<file path="config.mk">
export PLATFORM = sky130hd
export DESIGN_NAME = core_mem_if
export DESIGN_NICKNAME = d
export VERILOG_FILES = /design/src/rtl/core_mem_if.sv
export SDC_FILE = /design/constraint.sdc
export NUM_CORES = 1
export LEC_CHECK = 0
export CAP_MARGIN = 20
export CORE_ASPECT_RATIO = 0.7
export CORE_UTILIZATION = 45
export DETAILED_ROUTE_END_ITERATION = 8
export PLACE_DENSITY = 0.75
export SKIP_LAST_GASP = 1
export SYNTH_ARGS = -nofsm -noshare
export SYNTH_HDL_FRONTEND = slang
export SYNTH_SLANG_ARGS = --single-unit
</file>
<file path="constraint.sdc">
create_clock -name CLK -period 2.9 [get_ports CLK]
set_input_delay 0.87 -clock CLK [delete_from_list [all_inputs] [get_ports CLK]]
set_output_delay 0.87 -clock CLK [all_outputs]
set_load 0.02 [all_outputs]
</file>
<file path="src/rtl/core_mem_if.sv">
// Per-core memory port adapter: turns a one-cycle core request into a held
// controller strobe, waits for the grant, and returns read data or a timeout error.
//
// state     | meaning
// ----------+----------------------------------------------------------
// IDLE      | ready for a core request, no strobe to the controller
// WAIT_ACQ  | strobe, address and write data held until mc_acq or timeout
// WAIT_DATA | grant taken for a read; capture mc_dq on the next edge
module core_mem_if #(
    parameter int AW      = 8,
    parameter int DW      = 8,
    parameter int TIMEOUT = 255
) (
    input  logic          CLK,
    input  logic          rst_n,
    input  logic          core_rd,
    input  logic          core_wr,
    input  logic [AW-1:0] core_addr,
    input  logic [DW-1:0] core_wdata,
    output logic          core_ready,
    output logic          core_done,
    output logic [DW-1:0] core_rdata,
    output logic          core_err,
    output logic          mc_rden,
    output logic          mc_wren,
    output logic [AW-1:0] mc_addr,
    output logic [DW-1:0] mc_din,
    input  logic          mc_acq,
    input  logic [DW-1:0] mc_dq,
    output logic          busy
);

    typedef enum logic [1:0] {IDLE, WAIT_ACQ, WAIT_DATA} state_t;

    localparam logic [15:0] TO_LAST = 16'(TIMEOUT) - 16'd1;

    state_t        state, state_nx;
    logic [15:0]   cnt, cnt_nx;
    logic          rden_nx, wren_nx, done_nx, err_nx;
    logic [AW-1:0] addr_nx;
    logic [DW-1:0] din_nx, rdata_nx;

    assign core_ready = (state == IDLE);
    assign busy       = (state != IDLE);

    always_ff @(posedge CLK or negedge rst_n) begin
        if (!rst_n) begin
            state      <= IDLE;
            cnt        <= '0;
            mc_rden    <= 1'b0;
            mc_wren    <= 1'b0;
            mc_addr    <= '0;
            mc_din     <= '0;
            core_rdata <= '0;
            core_done  <= 1'b0;
            core_err   <= 1'b0;
        end else begin
            state      <= state_nx;
            cnt        <= cnt_nx;
            mc_rden    <= rden_nx;
            mc_wren    <= wren_nx;
            mc_addr    <= addr_nx;
            mc_din     <= din_nx;
            core_rdata <= rdata_nx;
            core_done  <= done_nx;
            core_err   <= err_nx;
        end
    end

    always_comb begin
        state_nx = state;
        cnt_nx   = cnt;
        rden_nx  = mc_rden;
        wren_nx  = mc_wren;
        addr_nx  = mc_addr;
        din_nx   = mc_din;
        rdata_nx = core_rdata;
        done_nx  = 1'b0;
        err_nx   = 1'b0;
        case (state)
            IDLE: begin
                cnt_nx = '0;
                if (core_rd && core_wr) begin
                    err_nx = 1'b1;
                end else if (core_rd || core_wr) begin
                    addr_nx  = core_addr;
                    din_nx   = core_wdata;
                    rden_nx  = core_rd;
                    wren_nx  = core_wr;
                    state_nx = WAIT_ACQ;
                end
            end
            WAIT_ACQ: begin
                // A grant on the terminal-count edge still wins over the timeout.
                if (mc_acq) begin
                    rden_nx = 1'b0;
                    wren_nx = 1'b0;
                    if (mc_wren) begin
                        done_nx  = 1'b1;
                        state_nx = IDLE;
                    end else begin
                        state_nx = WAIT_DATA;
                    end
                end else if ((TIMEOUT != 0) && (cnt == TO_LAST)) begin
                    rden_nx  = 1'b0;
                    wren_nx  = 1'b0;
                    err_nx   = 1'b1;
                    state_nx = IDLE;
                end else begin
                    cnt_nx = cnt + 16'd1;
                end
            end
            WAIT_DATA: begin
                rdata_nx = mc_dq;
                done_nx  = 1'b1;
                state_nx = IDLE;
            end
            default: state_nx = IDLE;
        endcase
    end

endmodule

</file>
# Word level (Yosys, flattened, before mapping)
# Cells that the tools add are included.
word_totals:
  regBits: 46
  latch_bits: 0
  ram_bits: 0
  mem_bits_ro: 0
  inputBits: 29
  wordCells: 52
  n_memories: 0
classes:
  n_addsub: 1
  n_mul: 0
  div: 0
  n_lt_le_gt_ge: 0
  n_eq_ne: 8
  shift: 0
  mux: 24
  bitwise: 1
  reduce_logical: 9
ops:
  columns: ["cell", "n"]
  rows:
  - ["16-bit two-way mux", 2]
  - ["16-bit one-hot mux with 2 select lines", 1]
  - ["16-bit by 1-bit adder with 16-bit output (second input constant)", 1]
  - ["16-bit by 8-bit == test with 1-bit output (second input constant)", 1]
  - ["1-bit two-way mux", 11]
  - ["2-bit two-way mux", 5]
  - ["3-bit AND reduction", 3]
  - ["1-bit one-hot mux with 2 select lines", 4]
  - ["2-bit != test (second input constant)", 3]
  - ["2-bit one-hot mux with 2 select lines", 1]
  - ["4-bit AND reduction", 1]
  - ["2-bit nonzero test", 2]
  - ["3-bit != test (second input constant)", 1]
  - ["2-bit by 1-bit == test with 1-bit output (second input constant)", 1]
  - ["2-bit == test (second input constant)", 1]
  - ["2-bit zero test", 1]
  - ["2-bit by 1-bit != test with 1-bit output (second input constant)", 1]
  - ["1-bit logical AND", 1]
  - ["1-bit logical OR", 1]
  - ["1-bit inverter", 1]

# Logic depth before layout (Yosys ltp)
depth:
  ltp_word: 4
  ltp_mapped: 7
  mapped_depth_nobuf: 6

# Least setup slack after synthesis
# No wires, ideal clock.
synth_timing:
  kind: "input -> register"
  startpoint: "input port core_wr"
  endpoint: "register mc_addr[1]"
  arrival_time_ps: 1823
  required_ps: 2775
  slack_ps: 952
  path_stages: 5
  path_cell_list: "xnor2_1 -> nand2b_1 -> buf_2 -> buf_6 -> mux2_2"
synth_between:
  elab_chain_cells: 3
  word_cells_on_any_way: 4
  cone_classes: "bitwise (1); reduce/logical (3)"
synth_rtl:
  columns: ["item", "line_no", "source"]
  rows:
  - ["from (decl)", "17", "input logic core_wr,"]
  - ["1-bit logical AND", "83", "if (core_rd && core_wr) begin"]
  - ["1-bit inverter (no source line)", null, null]
  - ["3-bit AND reduction (no source line) (*)", null, null]
  - ["to (signal assigned)", "62", "mc_addr <= addr_nx;"]
  - ["to (decl)", "26", "output logic [AW-1:0] mc_addr,"]
# Every way passes the cells marked *; elsewhere a longest branch is shown, timed or not.
# A chain may end at the register's enable or synchronous reset.

# Worst setup path after layout
layout_timing:
  startpoint: "register state[1]"
  endpoint: "output port busy"
layout_between:
  elab_chain_cells: 1
layout_rtl:
  columns: ["item", "line_no", "source"]
  rows:
  - ["from (decl)", "37", "state_t state, state_nx;"]
  - ["from (signal assigned)", "58", "state <= state_nx;"]
  - ["2-bit nonzero test", "44", "assign busy = (state != IDLE);"]
  - ["to (decl)", "30", "output logic busy"]
# Every way passes these cells.

==> results.toml <==
[synth]
ys_seq_elements = 46
syn_nets = 223
yosys_warnings = 0
synth_edf_count = 0
synth_top_area_share_pct = 51.03
synthSimpleGateAreaFrac_pct = 17.25
synthMuxAreaShare_pct = 14.70
synth_async_sr_flop_share_pct = 100.0
yosys.cell_types.count = 42
yosysSeqAreaShare_pct = 51.03
synthCells = 189
synthTopCellsByArea = "dfrtp_1, mux2_2, ha_1, nand2_1, mux2_1"
syn_area_um2 = 2256
synth-xor-area-share_pct = 1.165
avgSynthCellArea_um2 = 11.94
synthAdderAreaFrac_pct = 2.773
synth_largest_area_cell = "dfrtp_1"
synth-compound-area-share_pct = 9.928
synth-main-ff-cell = "dfrtp_1"
synth_top_family_by_area = "simple AND/OR/NAND/NOR gates"

[sta]
fin_crit_sh_pct = 95.32
min_period_ns = 2.764
clock.fmax_mhz = 361.8
relSlewSlack_pct = 47.42
hold_viol = 0
setup_viol = 0
maxSlewViolCount = 0
max_slew.worst_pin.slew_ns = 0.7805
grt_setup_unrepaired = "no"
hold_slack_ns = 0.4936
finClkSkew_ns = 0.003784
setup_slack_ns = 0.1358
setup_tns_ns = 0

[layout]
final_cell_mix = "clkdlybuf4s50_1, dfrtp_1, mux2_2, nand2_1, inv_1"
nets = 283
syn2layout_area_growth_pct = 32.56
n_fill_cell = 403
fin_util_pct = 62.19
post_route_cells_drive_above_1_share_pct = 16.06
regArea_um2 = 1151
layout_commonest_cell = "clkdlybuf4s50_1"
multi_input_area_um2 = 1033
diodes = 0
fin_cells = 318

[floorplanning]
start_util_pct = 46.92
die_x_um = 86.63
core_area_um2 = 4808
die_h_um = 61.24
io_pins = 59
rows = 21
die_area_um2 = 5305

[power]
p_per_area_nw_per_um2 = 877.2
p_leak_uw = 0.001328
p_int_uw = 1654
seq_power_share_pct = 36.9
p_switching_uw = 969.4
ir_drop_mv = 0.4900
power_frac_clock_pct = 14.0
swShare_pct = 36.96
combinationalPowerShare_pct = 49.1

[place]
io_buffers = 58
gp_congestion = 0.8864
dp_hpwl_um = 3381
pre_cts_slack_ns = 0.3349
place_inst = 311

[drt]
ant_nets = 0
num_vias = 1682
routedWlPerCell_um = 14.73
drt_iter0_drc = 139
first_pass_iters = 6
finalWirelength_um = 4684
drc = 0
viasPerCell = 5.289

[flow_run]
maxCapViolations = 0

[critical_path]
worstReg2RegStart = "state[1]"
crit_slowest_cell = "clkdlybuf4s50_1"
worstSetupPathType = "reg -> out"
path_cells = "inv_1 > ha_1 > inv_1 > clkdlybuf4s50_1"
end_kind = "output port"
crit_top_cell = "inv_1"
crit_path_end = "busy"
cp-start-kind = "register"
worstPathArrival_ns = 1.89
cp_max_fo = 9
reg2reg_depth = 6
critPathLaunch = "state[1]"
reg2reg_slack_ns = 0.63
cp.required_ns = 2.03
rr_endpoint = "cnt[15]"
crit_path_max_incr_delay_ns = 0.57

[clock_network]
clock-sinks = 46
cts_htree_levels = 2
cts_tree = "yes"
cts-buffers-inserted = 5
cts_buffer_depth = 2
postCtsSetupBuffers = 0
insertion_delay_ns = 0.30
cts_resized = 0
cts_hold_buf = 0
clk_pin_slew_ns = 0.08
cts-root-buf = "clkbuf_8"

[grt]
grt_max_degree = 47
grt_pass1_wl_um = 7603
grt_pass1_vias = 1517
grt_remaining_overflow = 0
grt_usage_pct = 19.24
antenna_found_initial = 0

[worst_hold_path]
hp-class = "reg -> reg"

[status]
status = "complete, no violations"
[critical path, delay by kind of cell (launching register included)]
kind       cells  cell delay [ns]
flops          1             0.40
fa+ha+maj      1             0.34
buf+inv        3             0.85
[routing by layer]
metal | share of wire [%] | wire length, µm | vias to the layer above | track usage, %
met1 | 50 | 2356 | 814 | 28.37
met2 | 42 | 1970 | 53 | 26.76
met3 | 5.9 | 277 | 7 | 4.424
li1 | - | - | 808 | -
met4 | 1.7 | 80 | 0 | 9.524
met5 | 0 | 0 | - | 0
[cells in the mapped netlist, drive strengths merged, types with 5 or more instances]
master   n
dfrtp   46
mux2    25
nand2   16
inv      8
nand4    7
a21oi    6
and3     5
ha       5
mux2i    5
nand3    5
o21ai    5
[worst min path at each step]
| stage | cells after the start | end | from |
|---|---|---|---|
| after floorplan | 1 | state[0] | state[0] |
| after global placement | 1 | mc_din[6] | mc_din[6] |
| after detailed placement | 1 | mc_din[6] | mc_din[6] |
| after CTS | 1 | mc_din[6] | mc_din[6] |
| after global routing | 1 | core_rdata[6] | core_rdata[6] |
| final | 1 | mc_din[6] | mc_din[6] |
[area by class of cell]
type | instances | share of cell area [%]
clock buffers | 5 | 2.301
repair buffers | 61 | 20.42
clock inverters | 2 | 0.3347
flip-flops and latches | 46 | 38.49
inverters | 8 | 1.004
multi-input cells | 127 | 34.56
well taps | 69 | 2.887
[cells by family after synthesis]
kind of cell	count (synthesis)
flip-flops	46
adder cells (fa/ha/maj)	5
buffers and inverters	16
multiplexers	30
AO/OA/AOI/OAI	31
AND/OR/NAND/NOR	58
XOR/XNOR	3
[sequential cells by signal, indices dropped and copies added (netlist names)]
| signal | cells |
|---|---|
| mc_rden | 1 |
| cnt | 16 |
| mc_din | 8 |
| core_err | 1 |
| mc_addr | 8 |
| core_done | 1 |
| core_rdata | 8 |
| mc_wren | 1 |
| state | 2 |
[metrics by stage]
step           power, µW  area [µm²]
2_1_floorplan       1704        2256
3_3_place_gp        2252        2912
3_5_place_dp        2276        2912
4_1_cts             2652        2990
5_1_grt             2797        2990
6_report            2623        2990
[power groups by stage]
stage                     clock [µW]  combinational [µW]  sequential (µW)
after floorplan                    0                 498             1210
after global routing             403                1390              999
after detailed placement           0                1300              980
after CTS                        383                1300              969
final                            367                1290              967
after global placement             0                1280              972
No activity file was read; power rests on OpenSTA's default activity.
